**src/rtl/scan_io_harness.sv**
```systemverilog
// Serial scan harness: captures a DUT output bus into a shift register, shifts it out
// LSB-first at tester pace, and loads shifted-in data into a separate update register.
module scan_io_harness #(
   parameter int              IN_W      = 111,
   parameter int              OUT_W     = 111,
   parameter logic [IN_W-1:0] RESET_VAL = '0
) (
   input  logic             clk,
   input  logic             aresetn,
   input  logic             cmd_valid,
   output logic             cmd_ready,
   input  logic [1:0]       cmd_op,
   input  logic             abort,
   input  logic             step,
   input  logic             si,
   output logic             so,
   output logic             busy,
   output logic             done,
   output logic [IN_W-1:0]  dut_in,
   input  logic [OUT_W-1:0] dut_out
);

   localparam int L  = (IN_W > OUT_W) ? IN_W : OUT_W;
   localparam int CW = $clog2(L + 1);
   localparam logic [CW-1:0] LAST = CW'(L - 1);

   localparam logic [1:0] OP_CAPTURE = 2'b00;
   localparam logic [1:0] OP_SHIFT   = 2'b01;
   localparam logic [1:0] OP_UPDATE  = 2'b10;
   localparam logic [1:0] OP_CSU     = 2'b11;

   typedef enum logic [1:0] {
      S_IDLE  = 2'b00,
      S_CAP   = 2'b01,
      S_SHIFT = 2'b10,
      S_UPD   = 2'b11
   } state_t;

   state_t          state;
   logic [L-1:0]    sr;
   logic [L-1:0]    sr_shifted;
   logic [IN_W-1:0] upd;
   logic [CW-1:0]   cnt;
   logic [1:0]      op_r;
   logic            done_r;

   // Written as shift-then-insert so that a one-bit register (L == 1) is still legal.
   always_comb begin
      sr_shifted        = sr >> 1;
      sr_shifted[L-1]   = si;
   end

   always_ff @(posedge clk or negedge aresetn) begin
      if (!aresetn) begin
         state  <= S_IDLE;
         sr     <= '0;
         upd    <= RESET_VAL;
         cnt    <= '0;
         op_r   <= OP_CAPTURE;
         done_r <= 1'b0;
      end else begin
         done_r <= 1'b0;
         if (abort) begin
            // Partial shift data is kept in sr; the update register is left alone.
            state <= S_IDLE;
            cnt   <= '0;
         end else begin
            case (state)
               S_IDLE: begin
                  if (cmd_valid) begin
                     op_r <= cmd_op;
                     case (cmd_op)
                        OP_SHIFT: begin
                           state <= S_SHIFT;
                           cnt   <= '0;
                        end
                        OP_UPDATE: state <= S_UPD;
                        default:   state <= S_CAP;
                     endcase
                  end
               end
               S_CAP: begin
                  sr[OUT_W-1:0] <= dut_out;
                  if (op_r == OP_CSU) begin
                     state <= S_SHIFT;
                     cnt   <= '0;
                  end else begin
                     state  <= S_IDLE;
                     done_r <= 1'b1;
                  end
               end
               S_SHIFT: begin
                  if (step) begin
                     sr  <= sr_shifted;
                     cnt <= cnt + CW'(1);
                     if (cnt == LAST) begin
                        if (op_r == OP_CSU) begin
                           state <= S_UPD;
                        end else begin
                           state  <= S_IDLE;
                           done_r <= 1'b1;
                        end
                     end
                  end
               end
               S_UPD: begin
                  upd    <= sr[IN_W-1:0];
                  state  <= S_IDLE;
                  done_r <= 1'b1;
               end
               default: state <= S_IDLE;
            endcase
         end
      end
   end

   assign cmd_ready = (state == S_IDLE);
   assign busy      = (state != S_IDLE);
   assign done      = done_r;
   assign so        = sr[0];
   assign dut_in    = upd;

endmodule
```
**config.mk**
```make
export PLATFORM = sky130hd
export DESIGN_NAME = scan_io_harness
export DESIGN_NICKNAME = d
export VERILOG_FILES = /design/src/rtl/scan_io_harness.sv
export SDC_FILE = /design/constraint.sdc
export NUM_CORES = 1
export LEC_CHECK = 0
export CORE_MARGIN = 1
export CORE_UTILIZATION = 45
export CTS_CLUSTER_DIAMETER = 200
export DETAILED_ROUTE_END_ITERATION = 7
export PLACE_DENSITY = 0.73
export SYNTH_ARGS = -nofsm -noshare
export SYNTH_HDL_FRONTEND = slang
export SYNTH_SLANG_ARGS = --single-unit
```
**constraint.sdc**
```tcl
create_clock -name clk -period 2.5 [get_ports clk]
set_input_delay 0.375 -clock clk [delete_from_list [all_inputs] [get_ports clk]]
set_output_delay 0.375 -clock clk [all_outputs]
set_load 0.005 [all_outputs]
```
==> results.py, run 1 <==
metrics = {
    "status": {
        "status": "completed",
    },
    "final_layout": {
        "fin_util_pct": 63.1,
        "fill_cells": 1682,
        "syn2layout_area_growth_pct": 35.7,
        "layout-drive-gt1-share_pct": 16.6,
        "final_nets": 1155,
        "antenna_cells": 0,
    },
    "timing": {
        "fin_crit_ns": 2.31,
        "rsz0062_at_grt": "no",
        "max_freq_mhz": 433,
        "hold_viol_final": 0,
        "finClkSkew_ns": 0.00758,
        "slew_violations": 0,
        "worst_pin_slew_ns": 0.811,
        "worst_slack_ns": 0.191,
        "fin_tns_setup_ns": 0,
        "finalHoldWorstSlack_ns": 0.394,
        "finalSetupViolCount": 0,
        "period_share_pct": 92.4,
        "relSlewSlack_pct": 46.0,
    },
    "synthesis": {
        "async_reset_ff_share_pct": 100,
        "synth.top_cell.area_share_pct": 59.0,
        "syn_nets": 929,
        "synth.most_common_cell": "dfrtp_1",
        "synth_top_area_cell": "dfrtp_1",
        "synth-seq-cells": 234,
        "synth-seq-area-share_pct": 59.0,
        "ys.flop_type": "dfrtp_1",
        "yosys-top-cells-area": "dfrtp_1 (59%), mux2_2 (13%), mux2i_1 (11%)",
        "syn_inst": 802,
        "avgSynthCellArea_sq_um": 12.4,
        "synth_cell_types": 31,
        "synth_edf_count": 0,
        "synth_common_cells": "dfrtp_1 (234), a21oi_1 (115), mux2_2 (114), nor2_1 (112), mux2i_1 (111)",
        "netlist_area_sq_mm": 0.00992,
        "yosysWarnings": 0,
    },
    "grt": {
        "gr-total-overflow": 0,
        "grtUsageTotal_pct": 20.3,
        "grt_pass1_vias": 6869,
        "grt_pass1_wl_um": 36000,
        "grt_start_max_net_pins": 99,
        "antenna_found_initial": 0,
    },
    "placed_design": {
        "place.gp.congestion": 0.775,
        "port_buffers": 233,
        "dpl_worst_slack_ns": 0.163,
        "hpwl_um": 15300,
    },
    "worst_setup_path": {
        "startpoint_type": "flop",
        "worstPathArrival_ns": 1.93,
        "crit_required_ns": 2.12,
        "setup.worst_path.class": "flop to output pin",
        "end_kind": "output pin",
        "cp_max_fo": 8,
    },
    "power": {
        "p_per_area_mw_per_mm2": 1230,
        "ir_drop_uv": 683,
        "cellLeakagePower_nw": 5.54,
        "power.total_w": 0.0165,
    },
    "floorplan": {
        "fp.dieH_um": 151,
        "dieWidth_um": 151,
        "dieArea_sq_mm": 0.0227,
        "ios": 234,
        "row_count": 53,
        "start_util_pct": 46.5,
        "core-area_sq_mm": 0.0214,
    },
    "detailed_routing": {
        "wl_um": 22900,
        "route.detailed.drc": 0,
        "drt-wirelength-per-cell_um": 17.4,
        "firstDrtPassIters": 4,
        "viasPerCell": 5.16,
        "drt.antenna.violating_nets": 0,
        "dr_total_vias": 6802,
        "drtIter0Drc": 199,
    },
    "cts": {
        "tritoncts": "done",
        "root_buffer": "clkbuf_16",
        "clk_latency_ns": 0.52,
        "clock_path_buffers": 3,
        "post_cts_buffers": 0,
        "cts_sinks": 234,
        "cts-buffers-inserted": 26,
        "clk_pin_slew_worst_paths_ns": 0.06,
        "cts-htree-levels": 1,
    },
    "run": {
        "drv_cap": 0,
    },
    "hold_path": {
        "hold_path_class": "input pin to asynchronous set/reset pin",
    },
}
## final timing paths
kind                              from    endpoint  slack [ns]  cells past startpoint
max reg2reg                   state[0]      cnt[6]        0.42                      6
min                            aresetn   dut_in[3]        0.39                      2
min in group clk           dut_out[78]      sr[78]        0.48                      3
max in group asynchronous      aresetn  dut_in[30]        1.44                      3
max                           state[0]        busy        0.19                      4
min reg2reg                 dut_in[32]  dut_in[32]        0.50                      1
## state kept, by name, summed over array words and instances, names as in the netlist
register  cells
sr          111
cnt           7
dut_in      111
done          1
op_r          2
state         2
## logic make-up (layout without fill, tap and decap cells)
| group | count (synthesis) | count (layout) | share of synthesized area, % |
|---|---|---|---|
| flops | 234 | 234 | 59.0 |
| mux | 225 | 225 | 24.1 |
| simple gates | 150 | 150 | 6.61 |
| compound gates | 128 | 128 | 6.85 |
| buf+inv | 57 | 298 | 2.41 |
| fa+ha+maj | 8 | 8 | 1.01 |
## per-stage QoR
step	instance area, sq um	instances
floorplan	9920	802
global placement	12600	1274
detailed placement	12600	1274
CTS	13500	1318
global route	13500	1318
finish	13500	1318
## per-layer routing
| metal | vias to the layer above | part of all wire (%) | GRT usage [%] | wire, um |
|---|---|---|---|---|
| met5 | - | 0 | 0 | 0 |
| met4 | 0 | 1.6 | 5.00 | 367 |
| met3 | 30 | 9.9 | 7.39 | 2280 |
| met2 | 211 | 45 | 32.0 | 10300 |
| met1 | 3296 | 43 | 26.4 | 9950 |
| li1 | 3265 | - | - | - |
## cell usage in the layout, fill, tap and decap left out, drive strengths merged, types with 4 or more instances in the layout
cell / instances
clkbuf: 39
inv: 6
a31oi: 5
ha: 8
dfrtp: 234
nand3b: 4
nand3: 7
mux2: 114
clkdlybuf4s50: 232
nor2: 112
nand2: 11
buf: 16
a21oi: 115
mux2i: 111
## report_power, final
| group | internal (W) | leakage (nW) | switching (W) |
|---|---|---|---|
| Combinational | 0.00356 | 2.40 | 0.00254 |
| Sequential | 0.00559 | 2.74 | 0.00115 |
| Clock | 0.00226 | 0.405 | 0.00146 |
| Total | 0.0114 | 5.54 | 0.00514 |
## critical path, stage by stage (launching register included)
cell and delay (ns):
dfrtp_1 0.39, inv_1 0.11, ha_2 0.25, inv_1 0.13, clkdlybuf4s50_1 0.53
## what timing repair did
| item | CTS | global route |
|---|---|---|
| endpoints found under the setup margin | 0 | 1 |
| hold buffers | 1 | 0 |
| endpoints found under the hold margin | 59 | 0 |
| gates resized for setup | 0 | 1 |
## area by class of cell
class	count	area (sq um)	area share (%)
tap	275	344	2.55
sequential	234	5860	43.5
clock buffer	39	749	5.56
multi-input combinational	511	3860	28.6
clock inverter	4	81.3	0.604
inverter	6	22.5	0.167
timing repair buffer	249	2560	19.0
No activity file was read; power rests on OpenSTA's default activity.
==> run 2, diff against run 1 <==
- GPL_ROUTABILITY_DRIVEN: unset -> 0
- clock period: 2.5 -> 2.16 ns (I/O delays scaled with it)
==> run 2 against run 1 <==
  * Die area did not move
  * Worst hold slack lost 0.15 ns
  * Clock-buffer cell count increased by 1
  * Non-clock buffer count is 11 higher
  * Sequential power up 16%
  * Critical endpoint is now cmd_ready
  * Highest routed layer unchanged
==> results.py, run 2 (synthesis gave the netlist of run 1 again) <==
metrics = {
    "cts": {
        "cts_sinks": 234,
        "clk_latency_ns": 0.51,
        "clk_pin_slew_worst_paths_ns": 0.06,
        "clock_path_buffers": 3,
        "tritoncts": "done",
        "root_buffer": "clkbuf_16",
        "cts-buffers-inserted": 26,
        "cts-htree-levels": 1,
    },
    "grt": {
        "grt_start_max_net_pins": 97,
        "grt_pass1_vias": 7116,
        "gr-total-overflow": 0,
        "grt_pass1_wl_um": 37100,
        "grtUsageTotal_pct": 20.9,
        "antenna_found_initial": 1,
    },
    "detailed_routing": {
        "viasPerCell": 5.17,
        "route.detailed.drc": 0,
        "drtIter0Drc": 330,
        "dr_total_vias": 6908,
        "firstDrtPassIters": 4,
        "drt.antenna.violating_nets": 0,
        "drt-wirelength-per-cell_um": 17.5,
        "wl_um": 23400,
    },
    "floorplan": {
        "ios": 234,
        "start_util_pct": 46.5,
        "row_count": 53,
        "dieArea_sq_mm": 0.0227,
        "fp.dieH_um": 151,
        "dieWidth_um": 151,
        "core-area_sq_mm": 0.0214,
    },
    "timing": {
        "finalHoldWorstSlack_ns": 0.247,
        "slew_violations": 0,
        "finalSetupViolCount": 0,
        "period_share_pct": 97.4,
        "max_freq_mhz": 475,
        "worst_pin_slew_ns": 0.544,
        "fin_tns_setup_ns": 0,
        "fin_crit_ns": 2.10,
        "relSlewSlack_pct": 63.8,
        "worst_slack_ns": 0.0564,
        "finClkSkew_ns": 0.00630,
        "hold_viol_final": 0,
    },
    "worst_setup_path": {
        "end_kind": "output pin",
        "reg2reg_slack_ns": 0.16,
        "crit_end": "cmd_ready",
        "critPathTopFamily": "buffers and inverters",
        "cp_max_fo": 6,
        "reg2reg_depth": 6,
        "r2r_end": "cnt[6]",
        "cp.depth": 4,
        "worstPathArrival_ns": 1.78,
        "critPathMaxStageDelay_ns": 0.51,
        "crit_path_top_delay_cell": "clkdlybuf4s50_1",
        "cp-startpoint": "state[0]",
        "startpoint_type": "flop",
        "crit_required_ns": 1.84,
        "crit_chain": "inv_2 -> ha_4 -> buf_4 -> clkdlybuf4s50_1",
        "path_buf_inv": 3,
        "setup.worst_path.class": "flop to output pin",
        "rr_startpoint": "state[0]",
    },
    "placed_design": {
        "hpwl_um": 15700,
        "placedCellCount": 1282,
        "dpl_worst_slack_ns": -0.0706,
        "place_area_sq_mm": 0.0127,
        "port_buffers": 233,
    },
    "final_layout": {
        "final_nets": 1166,
        "stdcell_area_sq_mm": 0.0136,
        "fill_cells": 1674,
        "syn2layout_area_growth_pct": 37.4,
        "final_common_cell": "dfrtp_1",
        "layout-drive-gt1-share_pct": 18.1,
        "stdcell_count": 1335,
        "layout_common_cells": "dfrtp_1 (234), clkdlybuf4s50_1 (231), a21oi_1 (115), mux2_2 (114), nor2_1 (112)",
    },
    "power": {
        "p_per_area_mw_per_mm2": 1430,
        "ir_drop_uv": 770,
        "cellLeakagePower_nw": 5.63,
    },
    "hold_path": {
        "hold_path_class": "input pin to asynchronous set/reset pin",
    },
    "run": {
        "drv_cap": 0,
    },
    "status": {
        "status": "completed",
    },
}
-- run 2: area by class of cell --
cell class / instances / area (sq um) / area share (%)
tap: 275 / 344 / 2.52
clock inverter: 7 / 85.1 / 0.624
clock buffer: 40 / 785 / 5.75
multi-input combinational: 511 / 3870 / 28.4
inverter: 6 / 22.5 / 0.165
timing repair buffer: 260 / 2670 / 19.6
antenna: 2 / 5.00 / 0.0367
sequential: 234 / 5860 / 43.0
-- run 2: per-stage QoR --
step           util, %  total power, W
5_1_grt           63.8          0.0208
3_3_place_gp      59.5          0.0149
6_report          63.8          0.0195
4_1_cts           63.8          0.0197
2_1_floorplan        -          0.0114
3_5_place_dp      59.5          0.0151
-- run 2: layer usage --
layer  GRT usage, %  wire length, um  vias up
met5              0                0        -
met4           5.81              444        0
met3           7.21             2150       32
met2           32.8            10500      203
met1           27.3            10300     3385
li1               -                -     3288
-- run 2: what timing repair did --
action / CTS / global route
endpoints found under the setup margin: 2 / 1
pin swaps: 0 / 0
gates resized for setup: 4 / 1
hold buffers: 1 / 0
hold endpoints to repair: 38 / 0
setup buffers: 2 / 1
-- run 2: worst min path at each step --
stage,cells after the start,startpoint,end,slack (ns)
CTS,2,aresetn,dut_in[1],0.22
detailed placement,1,aresetn,dut_in[1],0.18
finish,2,aresetn,sr[2],0.25
global route,2,aresetn,sr[3],0.25
floorplan,0,aresetn,cnt[0],0.03
global placement,1,aresetn,sr[1],0.18
-- run 2: power breakdown --
group / switching, W / internal (W) / total [W]
Sequential: 0.00135 / 0.00647 / 0.00782
Combinational: 0.00298 / 0.00424 / 0.00723
Clock: 0.00171 / 0.00272 / 0.00443
